File: src/rtl/mem_stage_pkg.sv
// Shared types and constants for the 8-bit RISC-V memory stage.
// Holds the state encodings, the bubble control word and the data-path widths.
package mem_stage_pkg;

  localparam int DATA_W = 8;
  localparam int ADDR_W = 8;
  localparam int CNT_W  = 8;

  typedef enum logic {
    MEM_IDLE = 1'b0,
    MEM_WAIT = 1'b1
  } mem_state_e;

  typedef struct packed {
    logic mem_to_reg;
    logic reg_write;
  } wb_ctrl_t;

  // A bubble must never write the register file.
  localparam wb_ctrl_t BUBBLE_CTRL = '{mem_to_reg: 1'b0, reg_write: 1'b0};

endpackage

File: src/rtl/mem_stage_dmem_handshake_ctrl.sv
// Data-memory handshake controller: IDLE/WAIT FSM, timeout counter, dmem_* registers,
// stall generation and the sticky bus_error flag.
module dmem_handshake_ctrl
  import mem_stage_pkg::*;
#(
  parameter int TIMEOUT = 15
) (
  input  logic              i_clock,
  input  logic              i_reset,
  input  logic              i_mem_read,
  input  logic              i_mem_write,
  input  logic [ADDR_W-1:0] i_addr,
  input  logic [DATA_W-1:0] i_wdata,
  input  logic              i_dmem_ack,
  input  logic [DATA_W-1:0] i_dmem_rdata,
  output logic              o_dmem_req,
  output logic              o_dmem_we,
  output logic [ADDR_W-1:0] o_dmem_addr,
  output logic [DATA_W-1:0] o_dmem_wdata,
  output logic              o_stall,
  output logic              o_done,
  output logic [DATA_W-1:0] o_load_data,
  output logic              o_bus_error,
  output logic              o_state
);

  // Handshake: dmem_req rises on the edge leaving IDLE and stays high until the
  // cycle in which dmem_ack (a one-cycle pulse, rdata valid alongside) is seen,
  // or the wait counter expires; req then drops on the following edge.
  localparam logic [CNT_W-1:0] TIMEOUT_CNT = CNT_W'(TIMEOUT);

  mem_state_e        r_state;
  logic [CNT_W-1:0]  r_cnt;
  logic              r_dmem_req;
  logic              r_dmem_we;
  logic [ADDR_W-1:0] r_dmem_addr;
  logic [DATA_W-1:0] r_dmem_wdata;
  logic              r_bus_error;

  logic w_access;
  logic w_expired;
  logic w_done;
  logic w_timeout;

  assign w_access  = i_mem_read | i_mem_write;
  assign w_expired = (r_cnt == TIMEOUT_CNT);
  assign w_done    = (r_state == MEM_WAIT) && (i_dmem_ack || w_expired);
  assign w_timeout = (r_state == MEM_WAIT) && w_expired && !i_dmem_ack;

  // Gated by reset so the pipeline is released immediately while reset is low.
  assign o_stall = i_reset &&
                   (((r_state == MEM_IDLE) && w_access) ||
                    ((r_state == MEM_WAIT) && !w_done));

  assign o_done      = w_done;
  assign o_load_data = (w_done && i_dmem_ack && !r_dmem_we) ? i_dmem_rdata : '0;

  always_ff @(posedge i_clock or negedge i_reset) begin
    if (!i_reset) begin
      r_state      <= MEM_IDLE;
      r_cnt        <= '0;
      r_dmem_req   <= 1'b0;
      r_dmem_we    <= 1'b0;
      r_dmem_addr  <= '0;
      r_dmem_wdata <= '0;
      r_bus_error  <= 1'b0;
    end else begin
      case (r_state)
        MEM_IDLE: begin
          if (w_access) begin
            r_state      <= MEM_WAIT;
            r_cnt        <= '0;
            r_dmem_req   <= 1'b1;
            r_dmem_we    <= i_mem_write;
            r_dmem_addr  <= i_addr;
            r_dmem_wdata <= i_wdata;
          end
        end
        MEM_WAIT: begin
          if (w_done) begin
            r_state    <= MEM_IDLE;
            r_cnt      <= '0;
            r_dmem_req <= 1'b0;
            if (w_timeout) begin
              r_bus_error <= 1'b1;
            end
          end else begin
            r_cnt <= r_cnt + 1'b1;
          end
        end
        default: begin
          r_state    <= MEM_IDLE;
          r_dmem_req <= 1'b0;
        end
      endcase
    end
  end

  assign o_dmem_req   = r_dmem_req;
  assign o_dmem_we    = r_dmem_we;
  assign o_dmem_addr  = r_dmem_addr;
  assign o_dmem_wdata = r_dmem_wdata;
  assign o_bus_error  = r_bus_error;
  assign o_state      = r_state;

endmodule

File: src/rtl/mem_stage.sv
// Memory stage of the 8-bit RISC-V pipeline: branch resolution, data-memory
// access through dmem_handshake_ctrl, and the MEM/WB pipeline register.
module mem_stage
  import mem_stage_pkg::*;
#(
  parameter int PC_SIZE = 10,
  parameter int TIMEOUT = 15
) (
  input  logic               i_clock,
  input  logic               i_reset,
  input  logic [PC_SIZE-1:0] i_pc_jump,
  input  logic               i_zero,
  input  logic [DATA_W-1:0]  i_alu_result,
  input  logic [DATA_W-1:0]  i_write_data,
  input  logic               i_branch,
  input  logic               i_mem_read,
  input  logic               i_mem_write,
  input  logic               i_mem_to_reg,
  input  logic               i_reg_write,
  input  logic [4:0]         i_write_register,
  input  logic               i_dmem_ack,
  input  logic [DATA_W-1:0]  i_dmem_rdata,
  output logic               o_dmem_req,
  output logic               o_dmem_we,
  output logic [ADDR_W-1:0]  o_dmem_addr,
  output logic [DATA_W-1:0]  o_dmem_wdata,
  output logic               o_stall,
  output logic               o_pc_src,
  output logic [PC_SIZE-1:0] o_pc_target,
  output logic [DATA_W-1:0]  o_read_data_out,
  output logic [DATA_W-1:0]  o_alu_result_out,
  output logic               o_mem_to_reg_out,
  output logic               o_reg_write_out,
  output logic [4:0]         o_write_register_out,
  output logic [DATA_W-1:0]  o_wb_write_data,
  output logic               o_bus_error,
  output logic               o_dbg_state
);

  logic              w_stall;
  logic              w_done;
  logic [DATA_W-1:0] w_load_data;

  logic [DATA_W-1:0] r_read_data;
  logic [DATA_W-1:0] r_alu_result;
  wb_ctrl_t          r_ctrl;
  logic [4:0]        r_write_register;

  dmem_handshake_ctrl #(
    .TIMEOUT(TIMEOUT)
  ) u_ctrl (
    .i_clock      (i_clock),
    .i_reset      (i_reset),
    .i_mem_read   (i_mem_read),
    .i_mem_write  (i_mem_write),
    .i_addr       (i_alu_result),
    .i_wdata      (i_write_data),
    .i_dmem_ack   (i_dmem_ack),
    .i_dmem_rdata (i_dmem_rdata),
    .o_dmem_req   (o_dmem_req),
    .o_dmem_we    (o_dmem_we),
    .o_dmem_addr  (o_dmem_addr),
    .o_dmem_wdata (o_dmem_wdata),
    .o_stall      (w_stall),
    .o_done       (w_done),
    .o_load_data  (w_load_data),
    .o_bus_error  (o_bus_error),
    .o_state      (o_dbg_state)
  );

  // A completing access may coincide with the timeout cycle, where stall is low
  // as well, so completion is tested before the plain pass-through case.
  always_ff @(posedge i_clock or negedge i_reset) begin
    if (!i_reset) begin
      r_read_data      <= '0;
      r_alu_result     <= '0;
      r_ctrl           <= BUBBLE_CTRL;
      r_write_register <= '0;
    end else if (w_done) begin
      r_read_data      <= w_load_data;
      r_alu_result     <= i_alu_result;
      r_ctrl           <= '{mem_to_reg: i_mem_to_reg, reg_write: i_reg_write};
      r_write_register <= i_write_register;
    end else if (!w_stall) begin
      r_read_data      <= '0;
      r_alu_result     <= i_alu_result;
      r_ctrl           <= '{mem_to_reg: i_mem_to_reg, reg_write: i_reg_write};
      r_write_register <= i_write_register;
    end else begin
      r_read_data      <= '0;
      r_alu_result     <= '0;
      r_ctrl           <= BUBBLE_CTRL;
      r_write_register <= '0;
    end
  end

  assign o_stall              = w_stall;
  assign o_pc_src             = i_branch & i_zero & ~w_stall;
  assign o_pc_target          = i_pc_jump;
  assign o_read_data_out      = r_read_data;
  assign o_alu_result_out     = r_alu_result;
  assign o_mem_to_reg_out     = r_ctrl.mem_to_reg;
  assign o_reg_write_out      = r_ctrl.reg_write;
  assign o_write_register_out = r_write_register;
  assign o_wb_write_data      = r_ctrl.mem_to_reg ? r_read_data : r_alu_result;

endmodule
File: config.mk
export PLATFORM = sky130hd
export DESIGN_NAME = mem_stage
export DESIGN_NICKNAME = d
export VERILOG_FILES = /design/src/rtl/mem_stage_pkg.sv /design/src/rtl/mem_stage_dmem_handshake_ctrl.sv /design/src/rtl/mem_stage.sv
export SDC_FILE = /design/constraint.sdc
export NUM_CORES = 1
export LEC_CHECK = 0
export ABC_AREA = 1
export CORE_MARGIN = 10
export CORE_UTILIZATION = 41
export CTS_CLUSTER_DIAMETER = 60
export DETAILED_ROUTE_END_ITERATION = 10
export PLACE_DENSITY = 0.91
export SLEW_MARGIN = 5
export SYNTH_ARGS = -nofsm -noshare
export SYNTH_HDL_FRONTEND = slang
export SYNTH_HIERARCHICAL = 1
export SYNTH_SLANG_ARGS = --single-unit
File: constraint.sdc
create_clock -name i_clock -period 1.86 [get_ports i_clock]
set_clock_uncertainty 0.1 [all_clocks]
set_input_delay 0.186 -clock i_clock [delete_from_list [all_inputs] [get_ports i_clock]]
set_output_delay 0.186 -clock i_clock [all_outputs]
set_load 0.02 [all_outputs]
==> results of run 1 <==
-- state kept, by name, summed over array words and instances (netlist names) --
register              cells
u_ctrl/o_dmem_addr        8
u_ctrl/o_bus_error        1
u_ctrl/o_dmem_wdata       8
u_ctrl/o_state            1
o_write_register_out      5
o_alu_result_out          8
o_read_data_out           8
o_reg_write_out           1
o_mem_to_reg_out          1
u_ctrl/r_cnt              8
u_ctrl/o_dmem_req         1
u_ctrl/o_dmem_we          1
-- critical path, stage by stage (launching register included) --
cell and delay (ps):
dfrtp_1 390, nor2_1 160, nand2_2 110, o21ai_4 190, a21boi_4 90, buf_12 140, nor2_4 70, buf_6 120
-- per-stage QoR --
step / instance area, um^2 / util, % / setup TNS (ps) / hold WS, ps / worst slack [ps]
final: 3510 / 62.7 / -6.29 / 272 / -6.29
after global routing: 3510 / 62.7 / -88.8 / 269 / -88.8
after CTS: 3520 / 62.8 / -0.622 / 272 / -0.622
after detailed placement: 3380 / 60.3 / -359 / 260 / -212
after global placement: 3380 / 60.3 / -322 / 258 / -204
after floorplan: 2430 / - / 0 / -210 / 43.4
-- power groups by stage --
stage	clock, mW	combinational [mW]	sequential, mW
CTS	0.697	1.35	1.42
finish	0.676	1.34	1.41
global placement	0	1.30	1.42
detailed placement	0	1.34	1.43
floorplan	0	0.491	1.66
global route	0.750	1.44	1.44
-- cell usage after synthesis (all sizes together) --
cell type,number
buf,18
o21ai,14
nand2,100
nor2,19
dfrtp,51
a21oi,17
o21bai,1
inv,53
a21boi,1
ha,1
nand3,10
-- what timing repair did --
| action | in CTS | in global routing |
|---|---|---|
| hold endpoints to repair | 51 | 0 |
| pin swaps | 7 | 0 |
| setup endpoints to repair | 11 | 15 |
| gates resized for setup | 20 | 25 |
| setup buffers | 4 | 1 |
| hold buffers | 1 | 0 |
-- logic make-up after synthesis --
logic type	synth area share (%)
fa+ha+maj	0.519
buf+inv	15.6
flops	53.0
simple gates	21.5
compound gates	9.40
-- path summary, 6_finish.rpt --
check                                                    from                                 end  slack [ps]  cells after the start
max                               u_ctrl/r_cnt[4]$_DFFE_PN0P_                            o_pc_src          -6                      7
min in group asynchronous                             i_reset       u_ctrl/o_dmem_req$_DFFE_PN0P_         420                      3
min                                              i_pc_jump[0]                      o_pc_target[0]         270                      0
min reg2reg                u_ctrl/o_dmem_wdata[3]$_DFFE_PN0P_  u_ctrl/o_dmem_wdata[3]$_DFFE_PN0P_         390                      2
max reg2reg                       u_ctrl/r_cnt[4]$_DFFE_PN0P_        o_read_data_out[2]$_DFF_PN0_         130                     10
max in group asynchronous                             i_reset          o_mem_to_reg_out$_DFF_PN0_         790                      3
-- layer usage --
| metal | vias to the layer above | track usage, % |
|---|---|---|
| li1 | 1044 | - |
| met1 | 996 | 14.1 |
| met2 | 93 | 26.9 |
| met3 | 19 | 5.25 |
| met4 | 0 | 5.64 |
| met5 | - | 0 |
-- placed cells by master (no fill, tap or decap), types with 2 or more instances in the layout --
cell             count
nand2_1             97
nor2_4               2
nand2_2              3
nand3_1              9
a21oi_1              7
inv_2                2
buf_4               21
clkbuf_8             5
o21ai_0             11
buf_2                3
o21ai_2              2
dfrtp_1             50
a21oi_2              9
nor2_1              15
clkbuf_2             7
inv_1               50
nor2_2               2
clkdlybuf4s50_1     79
-- final cells by class --
class,instances,share of cell area [%]
well taps,72,2.56
clock inverters,3,0.783
multi-input cells,163,22.7
flip-flops and latches,51,36.3
clock buffers,5,1.96
inverters,53,5.80
repair buffers,114,29.9
==> results.rst, run 1 <==
.. list-table::
   :header-rows: 1

   * - Metric
     - Value
   * - Yosys warning total
     - 6
   * - Routed metal-1 wirelength
     - 2480 um
   * - Status
     - finished with violations
   * - Critical path arrival
     - 1580 ps
   * - Iteration-0 DRC count of the detailed router
     - 94
   * - Post-synthesis average cell area
     - 8.45 um^2
   * - Synth-to-Final Area Change
     - 45.9%
   * - Minimum clock period
     - 1870 ps
   * - Pin count of the biggest net entering global routing
     - 52
   * - X dimension of the die
     - 96.6 um
   * - Area of the multi-input gates
     - 797 um^2
   * - Count of fill cells added during filler insertion
     - 476
   * - Non-filler instance count after layout
     - 461
   * - DRC violation count after routing
     - 0
   * - Wire length on met3
     - 640 um
   * - CTS sink count
     - 51
   * - Clock root cell
     - clkbuf_8
   * - Final worst setup slack
     - -6.29 ps
   * - Maximum clock rate
     - 0.536 GHz
   * - Standard-cell rows
     - 27
   * - Required time worst endpoint
     - 1570 ps
   * - Post-Synthesis Cells
     - 285
   * - IO Pins
     - 111
   * - Post-route total power
     - 3.43 mW
   * - Drt total wl
     - 6930 um
   * - Netlist cell types
     - 23
   * - Detail Route Antenna Nets
     - 0
   * - Global-route wire length before repair
     - 11,400 um
   * - Number of H-tree levels
     - 2
   * - Detailed-route wire length per cell
     - 15.0 um
   * - Count of endpoints failing setup in the final report
     - 1
   * - Peak ir drop on the vdd network
     - 587 uV
   * - DIE AREA
     - 9340 um^2
   * - Clock transition at the register clock pins on the worst setup and hold paths after CTS
     - 90 ps
   * - Static power due to leakage
     - 1.82 nW
   * - Violated checks
     - negative setup slack
   * - Share of total power in combinational logic
     - 39.0%
   * - Share of total power consumed by net switching
     - 36.8%
   * - Worst-path maximum fanout
     - 2
   * - GR Util All Layers
     - 14.5%
   * - Total clock buffers created by CTS
     - 5
   * - Flop pwr share
     - 41.2%
   * - Initial antenna violation count
     - 0
   * - Largest area contributor in the synthesized netlist
     - dfrtp_1
   * - Vias
     - 2,152
   * - Vias in the first global route
     - 2,321
   * - Count of input and output buffers
     - 90
   * - Share of the clock period used by the worst path after layout
     - 100%
   * - Clock network latency to the later pin of the worst-skew pair
     - 310 ps
   * - Sequential area share after synthesis
     - 53.0%
   * - Synthesized netlist net count
     - 334
   * - TritonCTS clock tree
     - built
   * - Global route total overflow
     - 0
   * - Final net count
     - 437
   * - Area fraction of the dominant cell type after synthesis
     - 53.0%
   * - Via-per-instance ratio
     - 4.67
   * - Dpl cells
     - 447
   * - Max-slew violation total from the final report
     - 0
   * - Startpoint type of the worst setup path
     - flop
   * - Flop and latch count out of synthesis
     - 51
   * - Met2 wirelength from detailed routing
     - 3650 um
   * - 1st-pass router iterations
     - 5
   * - Number of endpoints with negative hold slack in the final report
     - 0
   * - Power spent charging and discharging nets
     - 1.26 mW
   * - Area of the placeable core
     - 5610 um^2
   * - Placed wire-length estimate
     - 5280 um
   * - Die Y-Extent
     - 96.6 um
   * - Routability congestion estimate
     - 0.826
   * - Hold Path Class
     - in -> out
   * - Initial Util
     - 42.9%
   * - Ratio of total power to cell area
     - 975 nW/um^2
   * - Top Metal Used
     - met4
   * - Rel. slew slack
     - 58.0%
   * - Transition at the pin with the smallest max-transition slack
     - 630 ps
   * - # diodes
     - 0
   * - Largest cells by area after synthesis
     - dfrtp_1 53%, nand2_1 15%, inv_1 7.8%
   * - Classification of the worst setup path
     - reg -> out
   * - Unrepaired setup endpoints after global routing
     - true
   * - Share of layout cells above drive strength 1
     - 17.5%
   * - Total area of sequential cells
     - 1280 um^2
   * - Max cap viols
     - 0
   * - Kind of end point of the critical path
     - output port
   * - Combined area of all synthesized cells
     - 2410 um^2
   * - Clock share of power
     - 19.7%
   * - Worst-case clock buffer depth
     - 2
   * - Internal power consumption
     - 2.17 mW
(Power assumes the default switching activity.)
==> inputs of run 2 (changes only) <==
Settings changed: CTS_CLUSTER_DIAMETER 60 to unset.
==> results of run 2 <==
Final layout, timing and power as in run 1 (identical DEF).
==> inputs of run 3 (changes only) <==
Clock period 1.86 ns to 1.8 ns, I/O delays scaled along.
==> results.rst, run 3 (synthesis results as in run 1) <==
.. list-table::
   :header-rows: 1

   * - Metric
     - Value
   * - Share of total power consumed by net switching
     - 36.0% (-0.83 points)
   * - Share of layout cells above drive strength 1
     - 15.0% (-2.5 points)
   * - Largest stage delay, worst path
     - 510 ps (+120 ps)
   * - Detail Route Antenna Nets
     - 0 (unchanged)
   * - Non-filler instance count after layout
     - 459 (-0.43%)
   * - Iteration-0 DRC count of the detailed router
     - 128 (+36%)
   * - Initial antenna violation count
     - 0 (unchanged)
   * - Area of the multi-input gates
     - 805 um^2 (+0.94%)
   * - Total clock buffers created by CTS
     - 5 (unchanged)
   * - Flop pwr share
     - 41.3% (about the same)
   * - Placed wire-length estimate
     - 5310 um (+0.51%)
   * - 1st-pass router iterations
     - 4 (-1)
   * - Final net count
     - 435 (-0.46%)
   * - Standard-cell rows
     - 27 (unchanged)
   * - Transition at the pin with the smallest max-transition slack
     - 626 ps (-4.90 ps)
   * - X dimension of the die
     - 96.6 um (unchanged)
   * - Clock root cell
     - clkbuf_8
   * - Total area of sequential cells
     - 1280 um^2 (unchanged)
   * - Peak ir drop on the vdd network
     - 681 uV (+16%)
   * - Vias in the first global route
     - 2,141 (-7.8%)
   * - Synth-to-Final Area Change
     - 46.6%
   * - Global-route wire length before repair
     - 11,000 um (-3.6%)
   * - Pin count of the biggest net entering global routing
     - 52 (unchanged)
   * - DIE AREA
     - 9340 um^2 (unchanged)
   * - Internal power consumption
     - 2.27 mW (+4.8%)
   * - Classification of the worst setup path
     - reg -> out
   * - Hold Path Class
     - in -> out
   * - Rel. slew slack
     - 58.3% (+0.33 points)
   * - Ratio of total power to cell area
     - 1000 nW/um^2 (+2.9%)
   * - Initial Util
     - 42.9% (unchanged)
   * - Vias
     - 2,100 (-2.4%)
   * - Count of endpoints failing setup in the final report
     - 0 (-1)
   * - Static power due to leakage
     - 1.84 nW (+1.2%)
   * - Status
     - finished, final reports clean
   * - TritonCTS clock tree
     - built
   * - Drt total wl
     - 6850 um (-1.1%)
   * - GR Util All Layers
     - 14.2% (-0.31 points)
   * - Die Y-Extent
     - 96.6 um (unchanged)
   * - Power spent charging and discharging nets
     - 1.27 mW (+1.1%)
   * - Detailed-route wire length per cell
     - 14.9 um (-0.67%)
   * - DRC violation count after routing
     - 0 (unchanged)
   * - R2R Setup Slk
     - 90 ps (-40 ps)
   * - Area of the placeable core
     - 5610 um^2 (unchanged)
   * - Worst-path maximum fanout
     - 16 (+14)
   * - Post-route total power
     - 3.55 mW (+3.4%)
   * - Buf/Inv on CP
     - 2 (unchanged)
   * - Via-per-instance ratio
     - 4.58 (-2.0%)
   * - Share of the clock period used by the worst path after layout
     - 97.1%
   * - Required time worst endpoint
     - 1520 ps (-50 ps)
   * - Routability congestion estimate
     - 0.845 (+2.3%)
   * - Clock transition at the register clock pins on the worst setup and hold paths after CTS
     - 80 ps (about the same)
   * - Clock network latency to the later pin of the worst-skew pair
     - 310 ps (about the same)
   * - Maximum clock rate
     - 0.572 GHz
   * - CTS sink count
     - 51 (unchanged)
   * - Count of fill cells added during filler insertion
     - 445 (-6.5%)
   * - Most common library cell in the layout ignoring fill and taps
     - nand2_1
   * - Max cap viols
     - 0 (unchanged)
   * - Kind of end point of the critical path
     - output port
   * - Count of input and output buffers
     - 90 (unchanged)
   * - Worst-path cell with the longest stage delay
     - dfrtp_2
   * - Critical path arrival
     - 1470 ps (-110 ps)
   * - Global route total overflow
     - 0 (unchanged)
   * - IO Pins
     - 111 (unchanged)
   * - Cell class contributing the biggest share of worst-path delay
     - flip-flops
   * - Number of endpoints with negative hold slack in the final report
     - 0 (unchanged)
   * - Dpl cells
     - 447 (unchanged)
   * - Clock share of power
     - 19.8% (about the same)
   * - Minimum clock period
     - 1750 ps
   * - Startpoint type of the worst setup path
     - flop
   * - Worst-case clock buffer depth
     - 2 (unchanged)
   * - Post-route worst hold slack
     - 260 ps (-12.0 ps)
   * - # diodes
     - 0 (unchanged)
   * - Number of H-tree levels
     - 2 (unchanged)
   * - Most used cells in the layout excluding fill and tap cells
     - 98 x nand2_1, 78 x clkdlybuf4s50_1, 50 x inv_1, 50 x dfrtp_1, 21 x buf_4
   * - Share of the core filled with cells in the final layout
     - 63.0% (+0.31 points)
   * - Crit-path cells
     - buf_4 -> o21ai_0 -> clkdlybuf4s15_1
   * - Max-slew violation total from the final report
     - 0 (unchanged)
   * - Share of total power in combinational logic
     - 38.9% (about the same)
==> run 3: final timing paths <==
path                            cells after the start                            from                              to
worst max-delay path                                3      o_mem_to_reg_out$_DFF_PN0_              o_wb_write_data[7]
worst min-delay path                                0                    i_pc_jump[0]                  o_pc_target[0]
worst max register to register                      8     u_ctrl/r_cnt[1]$_DFFE_PN0P_   o_alu_result_out[7]$_DFF_PN0_
worst min register to register                      1  u_ctrl/o_bus_error$_DFFE_PN0P_  u_ctrl/o_bus_error$_DFFE_PN0P_
max in group asynchronous                           3                         i_reset      o_mem_to_reg_out$_DFF_PN0_
min in group asynchronous                           3                         i_reset  u_ctrl/o_bus_error$_DFFE_PN0P_
==> run 3: timing repair <==
action | 4_1_cts | 5_1_grt
resized for setup | 21 | 6
pin swaps | 2 | 4
hold endpoints to repair | 51 | 0
hold buffers | 1 | 0
setup buffers | 0 | 3
endpoints found under the setup margin | 11 | 4
==> run 3: per-layer routing <==
| layer | GRT usage, % | vias up | wire length, um |
|---|---|---|---|
| li1 | - | 1041 | - |
| met3 | 5.32 | 13 | 539 |
| met5 | 0 | - | 0 |
| met1 | 15.6 | 983 | 2670 |
| met2 | 24.0 | 63 | 3520 |
| met4 | 5.86 | 0 | 119 |
==> run 3: power by group through the flow <==
stage,Clock [mW],Combinational [mW],Sequential [mW]
global placement,0,1.35,1.47
finish,0.703,1.38,1.46
floorplan,0,0.507,1.71
CTS,0.720,1.37,1.46
detailed placement,0,1.39,1.48
global route,0.781,1.49,1.49
==> run 3: per-stage QoR <==
| stage | setup slack (ps) | setup TNS, ps | area [um^2] |
|---|---|---|---|
| 2_1_floorplan | 4.24 | 0 | 2430 |
| 3_3_place_gp | -255 | -424 | 3380 |
| 3_5_place_dp | -262 | -444 | 3380 |
| 4_1_cts | -0.846 | -0.846 | 3490 |
| 5_1_grt | -5.06 | -5.06 | 3530 |
| 6_report | 51.9 | 0 | 3530 |
==> run 3: layout make-up <==
type | instances | area share [%]
Tap cell | 72 | 2.55
Clock inverter | 2 | 0.390
Multi-Input combinational cell | 163 | 22.8
Inverter | 53 | 5.77
Timing Repair Buffer | 112 | 30.0
Sequential cell | 51 | 36.2
Clock buffer | 6 | 2.34
==> run 3: worst register-to-register path, stage by stage (launching register included) <==
cell	delay [ps]
dfrtp_1	400
ha_4	170
nand3_4	80
buf_4	150
nor2_2	130
nand2_1	100
nand2_1	190
inv_6	120
a21oi_1	190
